--- config.mk ---
export PLATFORM = sky130hd
export DESIGN_NAME = fp_add_result_collector
export DESIGN_NICKNAME = d
export VERILOG_FILES = /design/src/rtl/fp_add_result_collector.sv
export SDC_FILE = /design/constraint.sdc
export NUM_CORES = 1
export LEC_CHECK = 0
export ABC_AREA = 1
export BUFFER_PORTS_ARGS = -buffer_cell sky130_fd_sc_hd__buf_2
export CAP_MARGIN = 0
export CELL_PAD_IN_SITES_DETAIL_PLACEMENT = 1
export CELL_PAD_IN_SITES_GLOBAL_PLACEMENT = 1
export CORE_ASPECT_RATIO = 2
export CORE_MARGIN = 2
export CORE_UTILIZATION = 48
export DETAILED_ROUTE_END_ITERATION = 8
export GPL_ROUTABILITY_DRIVEN = 1
export PLACE_DENSITY_LB_ADDON = 0.05
export SYNTH_ARGS = -nofsm -noshare
export SYNTH_HDL_FRONTEND = slang
export SYNTH_SLANG_ARGS = --single-unit
--- constraint.sdc ---
create_clock -name clk -period 6.9 [get_ports clk]
set_clock_uncertainty 0.2 [all_clocks]
set_input_delay 0 -clock clk [delete_from_list [all_inputs] [get_ports clk]]
set_output_delay 0 -clock clk [all_outputs]
set_load 0.02 [all_outputs]
--- src/rtl/fp_add_result_collector.sv ---
// Result collector for the fixed-latency single-precision adder.
// Tracks valid adder cycles, classifies sums, buffers them in a credit-throttled FIFO.
module fp_add_result_collector #(
  parameter int LATENCY = 5,
  parameter int DEPTH   = 4,
  parameter int CW      = 3
) (
  input  logic          clk,
  input  logic          reset,
  input  logic          issue_valid,
  output logic          issue_ready,
  input  logic [31:0]   sum,
  output logic          res_valid,
  input  logic          res_ready,
  output logic [31:0]   res_data,
  output logic [3:0]    res_flags,
  output logic [CW-1:0] res_count,
  output logic [CW-1:0] inflight,
  output logic          busy
);
  localparam int AW = $clog2(DEPTH);

  logic [LATENCY-1:0] vld;
  logic [AW-1:0]      wr_ptr;
  logic [AW-1:0]      rd_ptr;
  logic [CW-1:0]      count;
  logic [CW-1:0]      fly;
  logic [35:0]        mem [DEPTH];
  logic [35:0]        last;
  logic [CW:0]        credit;
  logic [7:0]         ex;
  logic [22:0]        man;
  logic [3:0]         flags;
  logic               accept;
  logic               done;
  logic               full;
  logic               wr;
  logic               pop;

  assign ex  = sum[30:23];
  assign man = sum[22:0];
  assign flags = {
    ex == 8'hFF && man != '0,
    ex == 8'hFF && man == '0,
    ex == 8'h00 && man == '0,
    ex == 8'h00 && man != '0
  };

  // credit uses registered state only; a pop frees a slot next cycle
  assign credit      = {1'b0, fly} + {1'b0, count};
  assign issue_ready = credit < (CW+1)'(DEPTH);
  assign accept      = issue_valid & issue_ready;
  assign done        = vld[LATENCY-1];
  assign full        = count == CW'(DEPTH);
  assign wr          = done & ~full;
  assign res_valid   = count != '0;
  assign pop         = res_valid & res_ready;

  assign {res_flags, res_data} = res_valid ? mem[rd_ptr] : last;
  assign res_count = count;
  assign inflight  = fly;
  assign busy      = credit != '0;

  always_ff @(posedge clk or negedge reset) begin
    if (!reset) begin
      vld    <= '0;
      wr_ptr <= '0;
      rd_ptr <= '0;
      count  <= '0;
      fly    <= '0;
      last   <= '0;
      for (int i = 0; i < DEPTH; i++) mem[i] <= '0;
    end else begin
      vld <= LATENCY'({vld, accept});
      if (wr) begin
        mem[wr_ptr] <= {flags, sum};
        wr_ptr      <= wr_ptr + AW'(1);
      end
      if (pop) begin
        last   <= mem[rd_ptr];
        rd_ptr <= rd_ptr + AW'(1);
      end
      if (wr && !pop)      count <= count + CW'(1);
      else if (!wr && pop) count <= count - CW'(1);
      if (accept && !done)      fly <= fly + CW'(1);
      else if (!accept && done) fly <= fly - CW'(1);
    end
  end

  no_write_when_full: assert property (
    @(posedge clk) disable iff (!reset) done |-> !full
  ) else $error("result written while FIFO full");

endmodule

After elaboration in Yosys (flattened, before gate mapping)
Index checks and enable logic that the tools add are counted.
{"block": "classes", "n_addsub": 7, "order_cmp": 4, "n_eq_ne": 2, "mux": 11, "bitwise": 6, "n_reduce_logical": 20}
{"cell": "$bwmux W144", "n": 1}
{"cell": "$mux W36", "n": 4}
{"cell": "$bmux W36 S2", "n": 1}
{"cell": "$demux W36 S2", "n": 1}
{"cell": "$logic_not A23 Y1", "n": 1}
{"cell": "$reduce_bool A23 Y1", "n": 1}
{"cell": "$mux W3", "n": 4}
{"cell": "$logic_and A1 B1 Y1", "n": 9}
{"cell": "$eq A8 B8 Y1 const B", "n": 1}
{"cell": "$logic_not A8 Y1", "n": 1}
{"cell": "$add A3 B1 Y3 const B", "n": 2}
{"cell": "$ge A3 B3 Y1 const B", "n": 2}
{"cell": "$not A2 Y3", "n": 2}
{"cell": "$sub A3 B1 Y3 const B", "n": 2}
{"cell": "$add A2 B1 Y2 const B", "n": 2}
{"cell": "$add A3 B3 Y4", "n": 1}
{"cell": "$logic_not A1 Y1", "n": 4}
{"cell": "$lt A4 B3 Y1 const B", "n": 1}
{"cell": "$reduce_bool A2 Y1", "n": 2}
{"cell": "$reduce_bool A4 Y1", "n": 1}
{"cell": "$and A1 B1 Y1", "n": 3}
{"cell": "$eq A3 B3 Y1 const B", "n": 1}
{"cell": "$lt A3 B1 Y1 const B", "n": 1}
{"cell": "$reduce_bool A3 Y1", "n": 1}
{"cell": "$not A1 Y1", "n": 1}
{"block": "word_totals", "reg_bits": 195}

Logic depth before layout (Yosys ltp)
{"block": "depth", "depth_word": 7, "depth_mapped": 12, "ltp_nobuf": 12}

Least setup slack after synthesis
No wires, ideal clock.
{"block": "synth_path", "path_kind": "flip-flop to flip-flop", "startpoint": "register count[0] (netlist: res_count[0])", "endpoint": "register fly[2] (netlist: inflight[2])", "setup_ns": 0.130, "arrival_time_ns": 2.430, "required_ns": 6.570, "setup_slack_ns": 4.140, "stages_incl_launch_ff": 12, "period_less_slack_ns": 2.760, "cell_sequence": "dfrtp_1 > ha_1 > fa_1 > inv_1 > a31oi_1 > nor4_1 > ha_1 > inv_1 > fa_1 > a21oi_1 > o21ai_0 > xnor2_1"}
{"block": "synth_via", "elab_chain_len": 6, "elab_cells_between_ends": 8, "cone_classes": "add/sub (1); order compare (1); mux (1); bitwise (1); reduce/logical (4)"}
{"item": "from (decl)", "line_no": "26", "text": "logic [CW-1:0] count;"}
{"item": "from (signal assigned)", "line_no": "83", "text": "if (wr && !pop) count <= count + CW'(1);"}
{"item": "from (signal assigned)", "line_no": "84", "text": "else if (!wr && pop) count <= count - CW'(1);"}
{"item": "$add A3 B3 Y4 *", "line_no": "50", "text": "assign credit = {1'b0, fly} + {1'b0, count};"}
{"item": "$lt A4 B3 Y1 *", "line_no": "51", "text": "assign issue_ready = credit < (CW+1)'(DEPTH);"}
{"item": "$and A1 B1 Y1 *", "line_no": "52", "text": "assign accept = issue_valid & issue_ready;"}
{"item": "net accept", "line_no": "34", "text": "logic accept;"}
{"item": "$logic_not A1 Y1", "line_no": "86", "text": "else if (!accept && done) fly <= fly - CW'(1);"}
{"item": "$logic_and A1 B1 Y1", "line_no": "86"}
{"item": "$reduce_bool A2 Y1 (no source line)"}
{"item": "to (signal assigned)", "line_no": "85", "text": "if (accept && !done) fly <= fly + CW'(1);"}
{"item": "to (signal assigned)", "line_no": "86"}
{"item": "to (decl)", "line_no": "27", "text": "logic [CW-1:0] fly;"}
Mark *: on every way through the listed nets, which the timed path passes. The rest lies on a longest branch.
A chain may end at the register's enable or synchronous reset.

Worst setup path in the final report
{"block": "layout_path", "startpoint": "register rd_ptr[0]", "endpoint": "output port res_data[6]"}
{"block": "layout_via", "elab_chain_len": 5}
{"item": "from (decl)", "line_no": "25", "text": "logic [AW-1:0] rd_ptr;"}
{"item": "from (signal assigned)", "line_no": "81", "text": "rd_ptr <= rd_ptr + AW'(1);"}
{"item": "$not A2 Y3 (not written as such)", "line_no": "59", "text": "assign {res_flags, res_data} = res_valid ? mem[rd_ptr] : last;"}
{"item": "$bmux W36 S2", "line_no": "59"}
{"item": "$mux W36 (not written as such) (2 in series)", "line_no": "59"}
{"item": "$mux W36", "line_no": "59"}
{"item": "to (decl)", "line_no": "15", "text": "output logic [31:0] res_data,"}
No other way between the ends. The select of a mux whose other input is x is not followed.

==> summary.txt <==
Outcome
  – Status: finished clean

Setup path
  – Cell family with most CP delay: buffers and inverters
  – WP buf/inv: 3
  – Arrival time worst endpoint: 2.92 ns
  – CP required: 6.70 ns
  – CP dominant cell by count: nand2_1
  – Reg2reg end: inflight[2]
  – Reg-to-Reg Start: res_count[0]
  – CP max-delay cell: dfrtp_4
  – Crit. End Element: output port
  – Flop2flop setup slack: 4.05 ns
  – Worst path cell trace: clkinv_2 > buf_4 > nand2_1 > nand3_1 > nand2_1 > o21ai_0 > buf_2
  – Crit Path Category: register to output port
  – Slowest stage delay, CP: 0.82 ns
  – Worst r2r path cells: 11
  – CP Max Fanout: 74
  – CP Launch Type: register

GRT
  – Vias in the first global route: 8023
  – Remaining Overflow, GRT: 0
  – Pin count of the biggest net entering global routing: 77
  – First-pass GRT wire length: 39600 um
  – Initial antenna violation count: 0
  – GRT Overall Usage: 0.257

Yosys
  – Yosys top cell by area: dfrtp_1
  – Synth top area share: 0.546
  – Yosys cell types: 28
  – Post-Syn Nets: 1133
  – Number of synthesized register bits: 195
  – Seq/Total Area, Yosys: 0.546
  – YS warnings: 0
  – Post-Synthesis Cell Area: 8940 um^2
  – Synth area leaders: dfrtp_1, nand2_1, o21ai_0, nand3_1, inv_1
  – Cells after Synth: 1085
  – Average size of a mapped cell: 8.24 um^2

Pwr
  – Pwr Total: 5.49 mW
  – Worst VDD drop: 0.452 mV
  – Sw frac: 0.441
  – Cell Int Power: 3.07 mW
  – Clock power frac: 0.182
  – Combinational Power Share: 0.432
  – Sequential share of power: 0.386
  – Leakage: 5.17 nW
  – Power Dens Cells: 532 nW/um^2
  – Switching pwr: 2.42 mW

Clocking
  – Clk Latency, worst-skew pair: 0.44 ns
  – Worst-path clk slew: 0.08 ns
  – Total CTS buffers: 17
  – Post-cts resize count: 0
  – H-tree depth: 4
  – TritonCTS clock tree: built
  – Clk sinks: 195
  – Buffer depth of the longest clock path: 2
  – Clk Tree Root Cell: clkbuf_16

STA
  – Fin. max-slew vios: 0
  – Max Fclk: 320 MHz
  – RSZ-0062 raised after global routing: false
  – Setup_tns: 0 ns
  – Final Hold Fails: 0
  – Setup ws final: 3.78 ns
  – Slew @ Worst Pin: 0.982 ns
  – Final period util: 0.453
  – Minimum clock period after layout: 3.12 ns
  – Relative slew slack: 0.345
  – Setup violators final: 0

Die
  – IO Pins: 81
  – Die area: 19800 um^2
  – Rows: 70
  – Core area: 18300 um^2
  – Die W: 101 um
  – DIE HEIGHT: 197 um
  – Starting density of the core: 0.489

Routing
  – TritonRoute pass-1 iters: 5
  – Vias/cell: 5.37
  – Final ANT Viol Nets: 0
  – Final wirelength: 23400 um
  – DR WL/cell: 16.8 um
  – Via count: 7466
  – Number of remaining DRC errors: 0
  – 1st-iter DRT viols: 355

Placement
  – Placed cell areas: 9350 um^2
  – # port buffers: 80
  – Post-DP HPWL: 13200 um
  – Placed cell count: 1322
  – Worst slack at placement: 4.01 ns
  – RePlAce Congestion: 0.725

Run
  – Maxcap violations: 0

Layout
  – Design area: 10300 um^2
  – Non-Filler Instances: 1391
  – Layout cells sized above 1: 0.123
  – Diode count: 0
  – Area Growth Syn to Fin: 15.4%
  – Layout Nets: 1210

Worst hold path
  – Hold/Removal Path Class: register to register
  – Hold path start: vld[1]
  – Worst hold stages: 0
  – WHS Endpoint: vld[2]
[Yosys cell counts (all sizes together)]
cell type	number
clkbuf	40
nand4	4
a21oi	3
o21ai	202
nor2	23
xnor2	3
buf	25
xor2	3
mux2	2
fa	3
dfrtp	195
nand3	89
ha	9
nor3	1
clkinv	2
nand2	431
nor4	1
a31oi	1
inv	48
[cells in the final DEF (no fill, tap or decap), types with 9 or more instances in the layout]
cell and instances:
buf_2 79, o21ai_2 12, dfrtp_1 194, nand2_1 426, ha_1 9, nor2_1 22
dlygate4sd3_1 37, nand3_1 89, o21ai_0 178, o21ai_1 12, inv_1 46, clkbuf_16 17
[metal layers]
layer	vias to the layer above	global-route usage	wire (um)	share of wire
met5	-	0	0	0
met3	24	0.0343	434	0.019
li1	3641	-	-	-
met2	98	0.474	12700	0.54
met1	3703	0.304	9930	0.42
met4	0	0.0791	354	0.015
[layout make-up]
type                            instances  area (um^2)
Inverter                               50          189
Timing Repair Buffer                  123          825
Sequential cell                       195         4880
Tap cell                              216          270
Fill cell                            2251         7990
Clock buffer                           19          453
Clock inverter                         13          141
Multi-Input combinational cell        775         3560
[timing repair]
item,in CTS,in global routing
hold buffers,37,0
buffers inserted,0,0
hold endpoints to repair,231,0
setup endpoints to repair,0,0
[power by group through the flow]
stage	Clock [mW]	Sequential, mW	Combinational [mW]
CTS	1.02	2.12	2.42
global route	1.06	2.20	2.71
detailed placement	0	2.13	2.38
finish	0.997	2.12	2.37
floorplan	0	2.00	1.75
global placement	0	2.11	2.30
[worst max path at each step]
stage	startpoint	end	slack, ns	cells after the start
floorplan	res_count[0]	inflight[2]	4.14	11
global placement	res_count[0]	inflight[2]	4.09	11
detailed placement	res_count[0]	inflight[2]	4.01	11
CTS	rd_ptr[0]	res_data[6]	3.73	7
global route	rd_ptr[0]	res_data[6]	3.59	7
finish	rd_ptr[0]	res_data[6]	3.78	7
[stage by stage]
step	utilization	hold slack (ns)
global placement	0.511	-0.0942
finish	0.564	0.150
global route	0.564	0.160
CTS	0.564	0.148
floorplan	-	-0.496
detailed placement	0.511	-0.0996
[cells by family after synthesis]
family	share of synthesized area
AND/OR/NAND/NOR	0.248
AO/OA/AOI/OAI	0.122
flip-flops	0.546
buffers and inverters	0.0571
adder cells (fa/ha/maj)	0.0193
XOR/XNOR	0.00588
multiplexers	0.00252
[sequential cells by signal, summed over array words and instances, names as in the netlist]
name / flops
last: 36
mem: 144
res_count: 3
wr_ptr: 2
rd_ptr: 2
vld: 5
inflight: 3
Power figures use the tool's default switching activity.
